### src/rtl/pi_loop_filter_gear.sv
// PI loop filter for the symbol-timing loop with saturating integrator and a lock-detect gear shift.
// Define LF_ROUND_EN for round-half-away-from-zero gain shifts; otherwise they are plain arithmetic shifts.
module pi_loop_filter_gear #(
  parameter int unsigned WERR          = 18,
  parameter int unsigned ACC_WIDTH     = 24,
  parameter int unsigned LOCK_WIN_LOG2 = 6,
  parameter int unsigned LOCK_CNT      = 4,
  parameter int unsigned UNLOCK_CNT    = 2
) (
  input  logic            clk,
  input  logic            reset_n,
  input  logic [WERR-1:0] e_in_i,
  input  logic            e_valid_i,
  input  logic [4:0]      kp_acq_sh_i,
  input  logic [4:0]      ki_acq_sh_i,
  input  logic [4:0]      kp_trk_sh_i,
  input  logic [4:0]      ki_trk_sh_i,
  input  logic [WERR-1:0] lock_thresh_i,
  input  logic            freeze_i,
  input  logic            clear_i,
  output logic [WERR-1:0] ctrl_o,
  output logic            ctrl_val_o,
  output logic            locked_o,
  output logic            acc_sat_o
);

  localparam int unsigned SUMW   = WERR + LOCK_WIN_LOG2;
  localparam int unsigned CNTMAX = (LOCK_CNT > UNLOCK_CNT) ? LOCK_CNT : UNLOCK_CNT;
  localparam int unsigned CNTW   = $clog2(CNTMAX + 1);
  localparam int unsigned PADW   = ACC_WIDTH - WERR + 2;

  localparam logic [4:0]                SH_MAX   = 5'(WERR - 1);
  localparam logic [WERR-1:0]           E_MIN    = {1'b1, {(WERR-1){1'b0}}};
  localparam logic [WERR-1:0]           E_MAXU   = {1'b0, {(WERR-1){1'b1}}};
  localparam logic signed [ACC_WIDTH:0] ACC_MAX  = {2'b00, {(ACC_WIDTH-1){1'b1}}};
  localparam logic signed [ACC_WIDTH:0] ACC_MIN  = {2'b11, {(ACC_WIDTH-1){1'b0}}};
  localparam logic signed [ACC_WIDTH:0] CTRL_MAX = {{PADW{1'b0}}, {(WERR-1){1'b1}}};
  localparam logic signed [ACC_WIDTH:0] CTRL_MIN = {{PADW{1'b1}}, {(WERR-1){1'b0}}};

  typedef enum logic {S_ACQ = 1'b0, S_TRACK = 1'b1} state_t;

  state_t                       r_state, w_state_nxt;
  logic [CNTW-1:0]              r_pass_cnt, r_fail_cnt, w_pass_nxt, w_fail_nxt;
  logic                         r_locked;
  logic signed [WERR-1:0]       r_p_term, r_i_term;
  logic                         r_s1_val;
  logic signed [ACC_WIDTH-1:0]  r_acc;
  logic                         r_acc_sat;
  logic [WERR-1:0]              r_ctrl;
  logic                         r_ctrl_val;
  logic [SUMW-1:0]              r_win_sum;
  logic [LOCK_WIN_LOG2-1:0]     r_win_cnt;

  logic                         w_take;
  logic signed [WERR-1:0]       w_e;
  logic [4:0]                   w_kp_sel, w_ki_sel, w_kp_sh, w_ki_sh;
  logic signed [ACC_WIDTH:0]    w_acc_sum, w_ctrl_sum;
  logic                         w_acc_ovf;
  logic signed [ACC_WIDTH-1:0]  w_acc_clamp, w_acc_base;
  logic [WERR-1:0]              w_ctrl_sat;
  logic [WERR-1:0]              w_abs_e;
  logic [SUMW-1:0]              w_win_tot;
  logic                         w_win_end, w_win_pass;

  // Gain shift: e * 2^-sh, either rounded half away from zero or floored.
  function automatic logic signed [WERR-1:0] f_scale(input logic signed [WERR-1:0] e,
                                                     input logic [4:0] sh);
`ifdef LF_ROUND_EN
    logic [WERR:0] mag;
    logic [WERR:0] rnd;
    if (sh == 5'd0) return e;
    mag = e[WERR-1] ? ((WERR+1)'(0) - {e[WERR-1], e}) : {1'b0, e};
    rnd = (mag + ((WERR+1)'(1) << (sh - 5'd1))) >> sh;
    return e[WERR-1] ? $signed(WERR'((WERR+1)'(0) - rnd)) : $signed(WERR'(rnd));
`else
    return e >>> sh;
`endif
  endfunction

  assign w_take   = e_valid_i & ~clear_i;
  assign w_e      = $signed(e_in_i);
  assign w_kp_sel = (r_state == S_TRACK) ? kp_trk_sh_i : kp_acq_sh_i;
  assign w_ki_sel = (r_state == S_TRACK) ? ki_trk_sh_i : ki_acq_sh_i;
  assign w_kp_sh  = (w_kp_sel > SH_MAX) ? SH_MAX : w_kp_sel;
  assign w_ki_sh  = (w_ki_sel > SH_MAX) ? SH_MAX : w_ki_sel;

  // Integrator update with clamp; the held value feeds ctrl while frozen.
  assign w_acc_sum   = (ACC_WIDTH+1)'(r_acc) + (ACC_WIDTH+1)'(r_i_term);
  assign w_acc_ovf   = w_acc_sum[ACC_WIDTH] ^ w_acc_sum[ACC_WIDTH-1];
  assign w_acc_clamp = w_acc_ovf ? ACC_WIDTH'(w_acc_sum[ACC_WIDTH] ? ACC_MIN : ACC_MAX)
                                 : ACC_WIDTH'(w_acc_sum);
  assign w_acc_base  = freeze_i ? r_acc : w_acc_clamp;
  assign w_ctrl_sum  = (ACC_WIDTH+1)'(w_acc_base) + (ACC_WIDTH+1)'(r_p_term);
  assign w_ctrl_sat  = (w_ctrl_sum > CTRL_MAX) ? WERR'(CTRL_MAX) :
                       (w_ctrl_sum < CTRL_MIN) ? WERR'(CTRL_MIN) : WERR'(w_ctrl_sum);

  // Lock window: |e| with the most negative code folded onto the positive maximum.
  assign w_abs_e    = w_e[WERR-1] ? ((e_in_i == E_MIN) ? E_MAXU : WERR'(-w_e)) : WERR'(w_e);
  assign w_win_tot  = r_win_sum + SUMW'(w_abs_e);
  assign w_win_end  = w_take & (&r_win_cnt);
  assign w_win_pass = (w_win_tot >> LOCK_WIN_LOG2) <= SUMW'(lock_thresh_i);

  always_ff @(posedge clk or negedge reset_n) begin
    if (!reset_n) begin
      r_state    <= S_ACQ;
      r_pass_cnt <= '0;
      r_fail_cnt <= '0;
      r_locked   <= 1'b0;
    end else if (clear_i) begin
      r_state    <= S_ACQ;
      r_pass_cnt <= '0;
      r_fail_cnt <= '0;
      r_locked   <= 1'b0;
    end else begin
      r_state    <= w_state_nxt;
      r_pass_cnt <= w_pass_nxt;
      r_fail_cnt <= w_fail_nxt;
      r_locked   <= (w_state_nxt == S_TRACK);
    end
  end

  always_comb begin
    w_state_nxt = r_state;
    w_pass_nxt  = r_pass_cnt;
    w_fail_nxt  = r_fail_cnt;
    if (w_win_end) begin
      case (r_state)
        S_ACQ: begin
          if (!w_win_pass) begin
            w_pass_nxt = '0;
          end else if (r_pass_cnt + CNTW'(1) == CNTW'(LOCK_CNT)) begin
            w_state_nxt = S_TRACK;
            w_pass_nxt  = '0;
            w_fail_nxt  = '0;
          end else begin
            w_pass_nxt = r_pass_cnt + CNTW'(1);
          end
        end
        S_TRACK: begin
          if (w_win_pass) begin
            w_fail_nxt = '0;
          end else if (r_fail_cnt + CNTW'(1) == CNTW'(UNLOCK_CNT)) begin
            w_state_nxt = S_ACQ;
            w_pass_nxt  = '0;
            w_fail_nxt  = '0;
          end else begin
            w_fail_nxt = r_fail_cnt + CNTW'(1);
          end
        end
        default: w_state_nxt = S_ACQ;
      endcase
    end
  end

  // Two-stage datapath plus lock-window accumulation.
  always_ff @(posedge clk or negedge reset_n) begin
    if (!reset_n) begin
      r_p_term   <= '0;
      r_i_term   <= '0;
      r_s1_val   <= 1'b0;
      r_acc      <= '0;
      r_acc_sat  <= 1'b0;
      r_ctrl     <= '0;
      r_ctrl_val <= 1'b0;
      r_win_sum  <= '0;
      r_win_cnt  <= '0;
    end else if (clear_i) begin
      r_p_term   <= '0;
      r_i_term   <= '0;
      r_s1_val   <= 1'b0;
      r_acc      <= '0;
      r_acc_sat  <= 1'b0;
      r_ctrl     <= '0;
      r_ctrl_val <= 1'b0;
      r_win_sum  <= '0;
      r_win_cnt  <= '0;
    end else begin
      r_s1_val   <= w_take;
      r_ctrl_val <= r_s1_val;
      if (w_take) begin
        r_p_term  <= f_scale(w_e, w_kp_sh);
        r_i_term  <= f_scale(w_e, w_ki_sh);
        r_win_sum <= w_win_end ? '0 : w_win_tot;
        r_win_cnt <= r_win_cnt + LOCK_WIN_LOG2'(1);
      end
      if (r_s1_val) begin
        r_ctrl <= w_ctrl_sat;
        if (!freeze_i) begin
          r_acc     <= w_acc_clamp;
          r_acc_sat <= w_acc_ovf;
        end
      end
    end
  end

  assign ctrl_o     = r_ctrl;
  assign ctrl_val_o = r_ctrl_val;
  assign locked_o   = r_locked;
  assign acc_sat_o  = r_acc_sat;

endmodule

### config.mk
export PLATFORM = sky130hd
export DESIGN_NAME = pi_loop_filter_gear
export DESIGN_NICKNAME = d
export VERILOG_FILES = /design/src/rtl/pi_loop_filter_gear.sv
export SDC_FILE = /design/constraint.sdc
export NUM_CORES = 1
export LEC_CHECK = 0
export BUFFER_PORTS_ARGS = -buffer_cell sky130_fd_sc_hd__buf_4
export CAP_MARGIN = 20
export CORE_MARGIN = 2
export CORE_UTILIZATION = 35
export DETAILED_ROUTE_END_ITERATION = 10
export GPL_TIMING_DRIVEN = 0
export PLACE_DENSITY = 0.63
export SETUP_SLACK_MARGIN = 0.05
export SYNTH_ARGS = -nofsm -noshare
export SYNTH_HDL_FRONTEND = slang
export SYNTH_SLANG_ARGS = --single-unit
### constraint.sdc
create_clock -name clk -period 7 [get_ports clk]
set_input_delay 0.35 -clock clk [delete_from_list [all_inputs] [get_ports clk]]
set_output_delay 0.35 -clock clk [all_outputs]
set_load 0.05 [all_outputs]
== Yosys cells after proc, flatten, opt, wreduce, memory -nomap -nowiden ==
Index checks and enable logic that the tools add are counted.

* $add $sub $neg: 7
* $lt $le $gt $ge: 5
* Equality and inequality tests: 8
* Shift-type cells: 2
* Mux-type cells: 50
* Bitwise operators: 5
* Reduce and logical (&&, ||, !) cells: 7

{| class="wikitable"
|+ Operators with widths
! operator !! number
|-
| 24-bit 2-to-1 mux || 8
|-
| 18-bit 2-to-1 mux || 10
|-
| 24-bit by 18-bit adder with 25-bit output || 2
|-
| 3-bit 2-to-1 mux || 12
|-
| 18-bit by 5-bit >>> shifter with 18-bit output || 2
|-
| 25-bit by 18-bit > comparator with 1-bit output (second input constant) || 1
|-
| 25-bit by 18-bit less-than comparator with 1-bit output (second input constant) || 1
|-
| 24-bit by 18-bit adder with 24-bit output || 1
|-
| 5-bit 2-to-1 mux || 4
|-
| 18-bit equality test (second input constant) || 1
|-
| 18-bit <= comparator || 1
|-
| 18-bit negator || 1
|-
| 6-bit 2-to-1 mux || 2
|-
| 3-bit case mux with 2 select lines || 2
|-
| 1-bit 2-to-1 mux || 11
|-
| 5-bit > comparator (second input constant) || 2
|-
| 3-bit inequality test (second input constant) || 3
|-
| 3-bit by 1-bit adder with 3-bit output (second input constant) || 2
|-
| 6-bit by 1-bit adder with 6-bit output (second input constant) || 1
|-
| 3-bit AND reduction || 2
|-
| 6-bit AND reduction || 1
|-
| 2-bit nonzero test || 3
|-
| 3-bit by 2-bit equality test with 1-bit output (second input constant) || 1
|-
| 3-bit equality test (second input constant) || 1
|-
| 7 further kinds || 9
|}

* Register bits: 118
* Input port bits: 61
* Logic and storage cells: 96

== Logic depth before layout (Yosys ltp) ==
Gate-level depths: netlist of the first run.

* Word-level depth: 10
* Mapped depth: 29

== Worst setup path before layout of the first run ==
Ideal clock, no wire load.

* Path kind: input to register
* Start point: in e_in_i[4]
* End point: reg r_fail_cnt[2]
* Setup time: 0.083 ns
* Data arrival time: 6.287 ns
* Required time: 6.917 ns
* Slack: 0.630 ns
* Stages: 29
* Buffers on the path: 5
* Path through: clkbuf_1 -> or4_1 -> nor4_1 -> nor2b_1 -> nand2_1 -> or2_2 -> clkbuf_1 -> clkbuf_1 -> nand2_1 -> ha_1 -> clkbuf_1 -> a21o_1 -> a221o_1 -> a21o_1 -> a31o_2 -> a311o_1 -> a21oi_2 -> nor2_1 -> xor2_1 -> ha_1 -> nand3_1 -> nor3_1 -> o21a_1 -> o31ai_1 -> nand3b_1 -> and2_1 -> clkbuf_1 -> or4b_2 -> o21ai_0

* Word-level cells in the longest chain between the ends: 9
* Elaborated cells on any way between the ends: 12
* Classes of those cells: add/sub: 2; order compare: 1; eq/ne: 2; mux: 6; reduce/logical: 1

{| class="wikitable"
|+ RTL lines
! what !! RTL line !! text
|-
| from (decl) || 12 || <nowiki>input logic [WERR-1:0] e_in_i,</nowiki>
|-
| 18-bit negator / 18-bit equality test (equally long branches) || 98 || <nowiki>assign w_abs_e = w_e[WERR-1] ? ((e_in_i == E_MIN) ? E_MAXU : WERR'(-w_e)) : WERR'(w_e);</nowiki>
|-
| 18-bit 2-to-1 mux || 98 ||
|-
| 18-bit 2-to-1 mux (*) || 98 ||
|-
| 24-bit by 18-bit adder with 24-bit output (*) || 99 || <nowiki>assign w_win_tot = r_win_sum + SUMW'(w_abs_e);</nowiki>
|-
| 18-bit <= comparator (*) || 101 || <nowiki>assign w_win_pass = (w_win_tot >> LOCK_WIN_LOG2) <= SUMW'(lock_thresh_i);</nowiki>
|-
| 3-bit 2-to-1 mux || 140 || <nowiki>if (w_win_pass) begin</nowiki>
|-
| 3-bit case mux with 2 select lines || 127 || <nowiki>case (r_state)</nowiki>
|-
| 3-bit 2-to-1 mux || 126 || <nowiki>if (w_win_end) begin</nowiki>
|-
| 3-bit 2-to-1 mux || 109 || <nowiki>end else if (clear_i) begin</nowiki>
|-
| to (signal assigned) || 117 || <nowiki>r_fail_cnt <= w_fail_nxt;</nowiki>
|-
| to (decl) || 43 || <nowiki>logic [CNTW-1:0] r_pass_cnt, r_fail_cnt, w_pass_nxt, w_fail_nxt;</nowiki>
|}

Mark *: on every way between the ends. The rest lies on a longest branch, timed or not. The select of a mux whose other input is x is not followed.
A chain may end at the register's enable or synchronous reset.

== Worst setup path in the final report of the first run ==
* Start point: in e_in_i[3]
* End point: reg r_fail_cnt[2]

Same word-level chain as after synthesis.

==> results of run 1 <==
[sequential cells by signal (all words and copies together) (netlist names)]
register and count:
r_acc 24, r_win_sum 24, ctrl_o 18, r_p_term 18, r_i_term 17, r_win_cnt 6
r_fail_cnt 3, r_pass_cnt 3, acc_sat_o 1, ctrl_val_o 1, locked_o 1, r_s1_val 1
[cells in the mapped netlist, drive strengths merged (8+ instances only)]
cell type  number
a211o          16
a211oi         15
a21o           31
a21oi          81
a22o           28
a31oi          14
and3           15
buf            21
clkbuf         46
dfrtp         117
ha             90
inv            36
mux2           14
mux2i         100
nand2         165
nand2b         11
nand3          22
nand3b         14
nand4          10
nor2           99
nor2b          20
nor3           23
nor4            8
o2111ai         8
o211ai         20
o21ai         103
o22ai          12
or3            13
or4             9
xnor2          36
xor2           37
[layout make-up]
class / instances / area (sq um) / area share [%]
well taps: 402 / 503 / 3.84
repair buffers: 77 / 604 / 4.61
flip-flops and latches: 117 / 2930 / 22.4
multi-input cells: 1124 / 7990 / 61.0
inverters: 37 / 139 / 1.06
plain buffers: 66 / 313 / 2.39
clock buffers: 17 / 425 / 3.25
clock inverters: 15 / 193 / 1.47
[metrics by stage]
| stage | worst slack [ns] | total power, mW | utilization [%] |
|---|---|---|---|
| after global routing | 0.0263 | 2.82 | 41.3 |
| after global placement | -0.571 | 1.70 | 39.0 |
| after CTS | 0.0924 | 2.68 | 41.1 |
| after detailed placement | -0.654 | 1.72 | 39.1 |
| after floorplan | 0.630 | 1.46 | - |
| final | 0.372 | 2.68 | 41.3 |
[worst max-delay path by stage]
stage	to	slack, ns	from	cells after the start
after floorplan	r_fail_cnt[2]	0.63	e_in_i[4]	29
after global placement	r_fail_cnt[2]	-0.57	e_in_i[4]	28
after detailed placement	r_fail_cnt[2]	-0.65	e_in_i[4]	28
after CTS	r_fail_cnt[2]	0.09	e_in_i[4]	29
after global routing	r_fail_cnt[2]	0.03	e_in_i[4]	28
final	r_fail_cnt[2]	0.37	e_in_i[3]	28
[tightest hold or removal path: stages]
cell     delay [ns]
buf_4          0.12
or2_2          0.13
or4_1          0.09
o21ai_0        0.06
[timing repair]
item | 4_1_cts | 5_1_grt
hold buffers | 1 | 0
pin swaps | 0 | 2
buffers inserted | 0 | 2
gates resized for setup | 4 | 12
hold endpoints to repair | 61 | 0
gates cloned | 0 | 0
endpoints found under the setup margin | 4 | 24
[power by group through the flow]
stage / Sequential (mW) / Combinational (mW) / Clock, mW
final: 0.780 / 0.956 / 0.944
after CTS: 0.780 / 0.941 / 0.954
after floorplan: 0.827 / 0.636 / 0
after global placement: 0.790 / 0.914 / 0
after global routing: 0.786 / 1.05 / 0.982
after detailed placement: 0.792 / 0.931 / 0
[metal layers]
metal,vias to the layer above,global-route usage [%],wire length (um)
met5,-,0,0
met4,0,6.14,665
met3,54,3.09,1940
met2,300,31.7,15100
met1,5092,27.7,15900
li1,5203,-,-
[kinds of logic after synthesis]
| logic type | after synthesis |
|---|---|
| and+or+nand+nor | 439 |
| AOI/OAI and AO/OA | 404 |
| DFF | 117 |
| muxes | 115 |
| buffers and inverters | 104 |
| adders and majority gates | 93 |
| xor gates and xnor gates | 73 |
==> results.sh, run 1 <==
export IMPL_status="complete, no violations"
export IMPL_timing_hold_ws_ns=0.370
export IMPL_min_from="clear_i"
export IMPL_port_buffers=73
export IMPL_clockBufferDepth=2
export IMPL_synth_mux_area_share_pct=10.7
export IMPL_post_place_cells=1821
export IMPL_place_gp_congestion=0.919
export IMPL_rsz0062_at_grt="false"
export IMPL_grt_overflow=0
export IMPL_grt_max_degree=63
export IMPL_drc=0
export IMPL_crit_top_cell="clkbuf_1"
export IMPL_syn_area_per_cell_sq_um=8.41
export IMPL_path_class="input port to register"
export IMPL_report_final_slew_viol_count=0
export IMPL_tightestPinTransition_ns=0.882
export IMPL_synth_distinct_cells=97
export IMPL_r2r_end="ctrl_o[6]"
export IMPL_yosysWarnings=0
export IMPL_cp_top_family="simple AND/OR/NAND/NOR gates"
export IMPL_fin_crit_sh_pct=94.7
export IMPL_clkTransAtPathRegs_ns=0.06
export IMPL_synthTopCellsByArea="dfrtp_1 26%, ha_1 10%, mux2i_1 8.6%"
export IMPL_cpMaxStageDelayCell="or4b_2"
export IMPL_grt_pass1_wl_mm=53.7
export IMPL_core_area_sq_um=31700
export IMPL_rrSetupSlack_ns=0.44
export IMPL_fp_row_count=65
export IMPL_slowest_delay_ns=0.59
export IMPL_die_area_sq_um=33800
export IMPL_first_global_vias=10300
export IMPL_peakVddDrop_mv=0.180
export IMPL_synth_top_family_by_area="compound AO/OA/AOI/OAI gates"
export IMPL_ant_nets=0
export IMPL_synth_top_area_cell="dfrtp_1"
export IMPL_worstHoldPathCells=4
export IMPL_cts_buffers=17
export IMPL_cp_max_fo=10
export IMPL_final_cell_count_no_fill=1855
export IMPL_crit_path_end_kind="register"
export IMPL_cts_root_buffer="clkbuf_16"
export IMPL_synthArstFlopShare_pct=100
export IMPL_tritoncts="done"
export IMPL_clock_fmax_mhz=151
export IMPL_place_hpwl_mm=26.3
export IMPL_wl_mm=33.7
export IMPL_placed_area_sq_um=12400
export IMPL_synth_edf_count=0
export IMPL_synth_simple_gate_area_share_pct=18.8
export IMPL_finalSetupTns_ns=0
export IMPL_final_area_sq_um=13100
export IMPL_synth_compound_area_share_pct=24.4
export IMPL_period_needed_ns=6.63
export IMPL_synthCells=1345
export IMPL_hold_class="input port to register"
export IMPL_wire_per_inst_um=18.1
export IMPL_power_frac_clock_pct=35.2
export IMPL_mostFrequentLayoutCells="165 x nand2_1, 117 x dfrtp_1, 97 x nor2_1, 97 x mux2i_1, 90 x ha_1"
export IMPL_drt_vias_per_instance=5.74
export IMPL_nFillCells=3205
export IMPL_p_seq_share_pct=29.1
export IMPL_switching_share_pct=37.4
export IMPL_clk_latency_ns=0.43
export IMPL_finalSetupViolCount=0
export IMPL_first_pass_iters=5
export IMPL_powerDensity_nw_per_um2=205
export IMPL_r2r_cells=21
export IMPL_antennaDiodeCount=0
export IMPL_syn_area_sq_um=11300
export IMPL_cts_sinks=117
export IMPL_synth_fa_ha_area_share_pct=10.5
export IMPL_nets=1594
export IMPL_synth_top_flop_cell="dfrtp_1"
export IMPL_io_pins=82
export IMPL_syn2layout_area_growth_pct=15.8
export IMPL_start_kind="input port"
export IMPL_synth_seq_area_share_pct=25.9
export IMPL_max_slew_margin_pct=41.0
export IMPL_required_ns=7.35
export IMPL_hold_viol=0
export IMPL_synth_top_area_share_pct=25.9
export IMPL_vias=10600
export IMPL_grt_usage_pct=19.9
export IMPL_pwr_share_comb_pct=35.7
export IMPL_yosys_area_share_xor_xnor_pct=5.65
export IMPL_cp_num_buf_inv=4
export IMPL_die_height_um=184
export IMPL_p_leak_nw=6.16
export IMPL_power_switching_mw=1.00
export IMPL_synth_net_count=1499
export IMPL_die_w_um=184
export IMPL_htreeDepth=4
export IMPL_r2r_start="r_i_term[0]"
export IMPL_hold_path_endpoint="r_pass_cnt[2]"
export IMPL_critical_path_arrival_ns=6.98
export IMPL_final_common_cell="nand2_1"
export IMPL_internal_power_mw=1.68
export IMPL_maxCapViolCount=0
export IMPL_final_layout_size_suffix_gt1_share_pct=12.7
export IMPL_synth_seq_cells=117
export IMPL_drt_initial_drc_count=799
export IMPL_antenna_found_initial=0
export IMPL_start_util_pct=35.7
export IMPL_fin_skew_ns=0.0119
(Power assumes the default switching activity.)
==> run 2: changes to the inputs <==
--- a/config.mk
+++ b/config.mk
@@ -11,7 +11,7 @@
 export CORE_UTILIZATION = 35
 export DETAILED_ROUTE_END_ITERATION = 10
 export GPL_TIMING_DRIVEN = 0
-export PLACE_DENSITY = 0.63
+export PLACE_DENSITY_LB_ADDON = 0.1
 export SETUP_SLACK_MARGIN = 0.05
 export SYNTH_ARGS = -nofsm -noshare
 export SYNTH_HDL_FRONTEND = slang
==> run 2 against run 1 <==
Setup slack better by 0.098 ns. Via count down 2.3%. Clock power down 3.5%. Sequential power about the same. Sequential cell count unchanged. Cell count unchanged. Core utilization hardly changed. Non-clock buffer count stayed put. Register-to-register slack better by 0.11 ns. Largest cell class unchanged.
==> results.sh, run 2 (synthesis results as in run 1) <==
export IMPL_syn2layout_area_growth_pct=15.7
export IMPL_final_layout_size_suffix_gt1_share_pct=12.7
export IMPL_ant_nets=0
export IMPL_cp_max_fo=10
export IMPL_clockBufferDepth=2
export IMPL_finalSetupViolCount=0
export IMPL_die_height_um=184
export IMPL_tightestPinTransition_ns=0.790
export IMPL_final_area_sq_um=13100
export IMPL_max_slew_margin_pct=47.1
export IMPL_nets=1594
export IMPL_grt_overflow=0
export IMPL_placed_area_sq_um=12400
export IMPL_final_common_cell="nand2_1"
export IMPL_wire_per_inst_um=19.0
export IMPL_cp_num_buf_inv=4
export IMPL_fin_crit_sh_pct=93.3
export IMPL_finalSetupTns_ns=0
export IMPL_fp_row_count=65
export IMPL_port_buffers=73
export IMPL_fin_ws_ns=0.470
export IMPL_cp_top_family="simple AND/OR/NAND/NOR gates"
export IMPL_p_leak_nw=6.15
export IMPL_nFillCells=3249
export IMPL_maxCapViolCount=0
export IMPL_reg_top3="r_acc: 24 flops, r_win_sum: 24 flops"
export IMPL_io_pins=82
export IMPL_grt_usage_pct=21.4
export IMPL_tritoncts="done"
export IMPL_wl_mm=35.3
export IMPL_antennaDiodeCount=0
export IMPL_peakVddDrop_mv=0.182
export IMPL_start_kind="input port"
export IMPL_path_class="input port to register"
export IMPL_crit_path_end_kind="register"
export IMPL_first_global_vias=10200
export IMPL_antenna_found_initial=0
export IMPL_report_final_slew_viol_count=0
export IMPL_place_hpwl_mm=27.5
export IMPL_die_w_um=184
export IMPL_drt_initial_drc_count=748
export IMPL_rsz0062_at_grt="false"
export IMPL_vias=10400
export IMPL_powerDensity_nw_per_um2=203
export IMPL_hold_class="input port to register"
export IMPL_critical_path_arrival_ns=6.88
export IMPL_drc=0
export IMPL_grt_pass1_wl_mm=56.4
export IMPL_mostFrequentLayoutCells="165 x nand2_1, 117 x dfrtp_1, 97 x nor2_1, 97 x mux2i_1, 90 x ha_1"
export IMPL_die_area_sq_um=33800
export IMPL_status="complete, no violations"
export IMPL_htreeDepth=4
export IMPL_cts_sinks=117
export IMPL_cpMaxStageDelayCell="or4b_2"
export IMPL_final_core_util_pct=41.3
export IMPL_required_ns=7.35
export IMPL_cts_root_buffer="clkbuf_16"
export IMPL_slowest_delay_ns=0.58
export IMPL_fin_skew_ns=0.0115
export IMPL_cts_buffers=17
export IMPL_drt_vias_per_instance=5.61
export IMPL_post_place_ws_ns=-0.610
export IMPL_clkTransAtPathRegs_ns=0.06
export IMPL_hold_viol=0
export IMPL_clock_fmax_mhz=153
export IMPL_start_util_pct=35.7
export IMPL_total_power_mw=2.65
export IMPL_place_gp_congestion=0.880
export IMPL_core_area_sq_um=31700
export IMPL_period_needed_ns=6.53
export IMPL_first_pass_iters=5
export IMPL_grt_max_degree=82
export IMPL_clk_latency_ns=0.43
export IMPL_crit_top_cell="clkbuf_1"
## run 2: cell type report
cell class	count	area, sq um	share of cell area (%)
clock inverter	14	165	1.26
multi-input combinational	1124	8000	61.2
clock buffer	18	429	3.28
tap	402	503	3.84
buffer	66	312	2.38
inverter	37	139	1.06
sequential	117	2930	22.4
timing repair buffer	77	604	4.62
## run 2: final timing paths
check,slack [ns],end,depth (start not counted),from
setup / recovery,0.47,r_fail_cnt[2],28,e_in_i[4]
hold / removal,0.37,r_pass_cnt[2],4,clear_i
setup reg to reg,0.55,ctrl_o[6],21,r_i_term[8]
hold reg to reg,0.49,r_p_term[9],2,r_p_term[9]
max in group asynchronous,5.84,r_acc[9],3,reset_n
min in group asynchronous,0.40,r_fail_cnt[2],2,reset_n
## run 2: repair_timing
item | CTS | global route
endpoints found under the hold margin | 36 | 0
hold buffers | 1 | 0
endpoints found under the setup margin | 1 | 24
pin swaps | 0 | 2
resized for setup | 3 | 13
buffers inserted | 0 | 2
## run 2: where the power goes
part / internal (mW) / leakage [nW] / switching, mW
Sequential: 0.734 / 1.58 / 0.0449
Clock: 0.536 / 0.291 / 0.375
Combinational: 0.375 / 4.28 / 0.590
Total: 1.65 / 6.15 / 1.01
## run 2: tightest hold or removal path: stages
cell	delay (ns)
buf_4	0.12
or2_2	0.13
or4_1	0.09
o21ai_0	0.06
## run 2: per-stage QoR
stage               cells  hold slack [ns]
detailed placement   1821            0.300
finish               1855            0.369
global route         1855            0.418
CTS                  1854            0.355
global placement     1820            0.467
floorplan            1345           0.0544
## run 2: layer usage
metal | vias up | share of wire, % | track usage (%)
met5 | - | 0 | 0
met4 | 0 | 1.5 | 5.02
met3 | 25 | 3.5 | 3.59
met2 | 177 | 45 | 33.8
met1 | 4997 | 50 | 30.3
li1 | 5210 | - | -
==> run 3: changes to the inputs <==
--- a/config.mk
+++ b/config.mk
@@ -11,6 +11,7 @@
 export CORE_UTILIZATION = 35
 export DETAILED_ROUTE_END_ITERATION = 10
 export GPL_TIMING_DRIVEN = 0
+export HOLD_SLACK_MARGIN = 0.03
 export PLACE_DENSITY_LB_ADDON = 0.1
 export SETUP_SLACK_MARGIN = 0.05
 export SYNTH_ARGS = -nofsm -noshare
==> constraint.sdc (replaced) <==
create_clock -name clk -period 7 [get_ports clk]
set_input_delay 1.05 -clock clk [delete_from_list [all_inputs] [get_ports clk]]
set_output_delay 1.05 -clock clk [all_outputs]
set_load 0.05 [all_outputs]
==> run 3 against run 2 <==
Clock skew increased by 0.0013 ns. Sequential share of layout area decreased by 0.13 points. Final area increased by 0.60%. Worst hold slack improved by 0.11 ns. Core utilization increased by 0.25 points. Cell count increased by 0.16%. Clock-buffer cell count unchanged. Critical path type unchanged. Critical endpoint unchanged.
==> results.sh, run 3 (synthesis results as in run 1) <==
export IMPL_hold_viol=0
export IMPL_io_pins=82
export IMPL_drt_initial_drc_count=753
export IMPL_nFillCells=3239
export IMPL_first_global_vias=10200
export IMPL_clkTransAtPathRegs_ns=0.06
export IMPL_finalSetupViolCount=0
export IMPL_maxCapViolCount=0
export IMPL_grt_usage_pct=21.2
export IMPL_ant_nets=0
export IMPL_fin_crit_sh_pct=96.0
export IMPL_powerDensity_nw_per_um2=202
export IMPL_place_hpwl_mm=27.6
export IMPL_grt_overflow=0
export IMPL_place_gp_congestion=0.876
export IMPL_report_final_slew_viol_count=0
export IMPL_antennaDiodeCount=0
export IMPL_grt_pass1_wl_mm=56.1
export IMPL_max_slew_margin_pct=44.8
export IMPL_multi_input_area_sq_um=8050
export IMPL_total_power_mw=2.66
export IMPL_nets=1597
export IMPL_worstHoldPathCells=2
export IMPL_die_w_um=184
export IMPL_drc=0
export IMPL_mostFrequentLayoutCells="164 x nand2_1, 117 x dfrtp_1, 97 x nor2_1, 97 x mux2i_1, 89 x ha_1"
export IMPL_status="complete, no violations"
export IMPL_hold_class="register to register"
export IMPL_syn2layout_area_growth_pct=16.4
export IMPL_clk_latency_ns=0.44
export IMPL_final_common_cell="nand2_1"
export IMPL_first_pass_iters=5
export IMPL_critical_path_arrival_ns=7.08
export IMPL_post_place_cells=1821
export IMPL_start_util_pct=35.7
export IMPL_crit_path_end_kind="register"
export IMPL_vias=10500
export IMPL_cts_sinks=117
export IMPL_clock_fmax_mhz=149
export IMPL_die_area_sq_um=33800
export IMPL_core_area_sq_um=31700
export IMPL_regArea_sq_um=2930
export IMPL_clockBufferDepth=2
export IMPL_final_cell_count_no_fill=1858
export IMPL_period_needed_ns=6.72
export IMPL_cp_max_fo=10
export IMPL_required_ns=7.35
export IMPL_cts_root_buffer="clkbuf_16"
export IMPL_cts_hold_buf=0
export IMPL_wire_per_inst_um=19.1
export IMPL_reg_top3="r_acc: 24 flops, r_win_sum: 24 flops"
export IMPL_fin_skew_ns=0.0127
export IMPL_drt_vias_per_instance=5.63
export IMPL_wl_mm=35.5
export IMPL_peakVddDrop_mv=0.185
export IMPL_fp_row_count=65
export IMPL_tritoncts="done"
export IMPL_die_height_um=184
export IMPL_htreeDepth=4
export IMPL_final_layout_size_suffix_gt1_share_pct=13.7
export IMPL_cts_buffers=17
export IMPL_grt_max_degree=84
export IMPL_rsz0062_at_grt="true"
export IMPL_port_buffers=73
export IMPL_antenna_found_initial=0
export IMPL_r2r_cells=22
export IMPL_p_leak_nw=6.17
export IMPL_path_class="input port to register"
export IMPL_start_kind="input port"
export IMPL_final_core_util_pct=41.5
export IMPL_tightestPinTransition_ns=0.824
run 3: cell types whose count changed in the layout (fill, tap and decap cells not counted), sizes merged:
cell / change
clkinv: -2
clkbuf: -4
buf: +8
dlygate4sd3: -1
clkinvlp: +2
run 3: per-layer routing:
layer  vias up  track usage (%)  share of wire, %  wire length [um]
li1       5204                -                 -                 -
met1      5012             29.9                50             17600
met2       217             33.9                46             16200
met3        24             3.19               3.4              1210
met4         0             5.38               1.2               419
met5         -                0                 0                 0
run 3: worst max-delay path, stage by stage:
cell	delay [ns]
buf_2	0.17
or4_4	0.59
nor4_4	0.17
nor2b_4	0.20
nand2_2	0.10
or2_4	0.30
clkbuf_4	0.19
nand2_1	0.10
ha_1	0.27
and3_2	0.25
a221o_1	0.33
a21o_1	0.18
a31o_2	0.25
a311o_1	0.37
a21oi_4	0.20
nor2_1	0.10
xor2_1	0.15
ha_1	0.32
nand3_2	0.11
nor3_2	0.27
o21a_1	0.16
o31ai_1	0.11
nand3b_1	0.17
and2_1	0.15
buf_4	0.15
or4b_2	0.58
o21ai_0	0.09
run 3: path summary, 6_finish.rpt:
path / start / end / slack, ns
min: r_p_term[10] / r_p_term[10] / 0.48
max reg2reg: r_i_term[0] / ctrl_o[7] / 0.48
max in group asynchronous: reset_n / r_i_term[9] / 5.72
min reg2reg: r_p_term[10] / r_p_term[10] / 0.48
min in group asynchronous: reset_n / ctrl_val_o / 0.51
max: e_in_i[4] / r_fail_cnt[2] / 0.28
run 3: through the flow:
stage | hold slack (ns) | cell area, sq um | TNS, ns | worst slack, ns
finish | 0.481 | 13200 | 0 | 0.278
global route | 0.518 | 13200 | -0.0397 | -0.0397
CTS | 0.487 | 13100 | 0 | 0.0722
detailed placement | 0.470 | 12400 | -5.78 | -1.10
global placement | 0.470 | 12400 | -5.42 | -1.05
floorplan | 0.445 | 11300 | 0 | 0.0705
run 3: final cells by class:
class	count	share of cell area [%]
sequential	117	22.2
timing repair buffer	82	4.86
multi-input combinational	1124	61.1
tap	402	3.82
clock inverter	14	1.25
buffer	64	2.39
inverter	37	1.06
clock buffer	18	3.26
run 3: what timing repair did:
action	4_1_cts	5_1_grt
pin swaps	5	7
setup buffers	3	5
setup endpoints to repair	7	24
gates resized for setup	10	20
run 3: power by group:
group | total [mW] | leakage, nW | internal [mW] | switching [mW]
registers | 0.781 | 1.58 | 0.735 | 0.0467
clock network | 0.905 | 0.281 | 0.534 | 0.371
logic | 0.972 | 4.31 | 0.384 | 0.587
total | 2.66 | 6.17 | 1.65 | 1.00
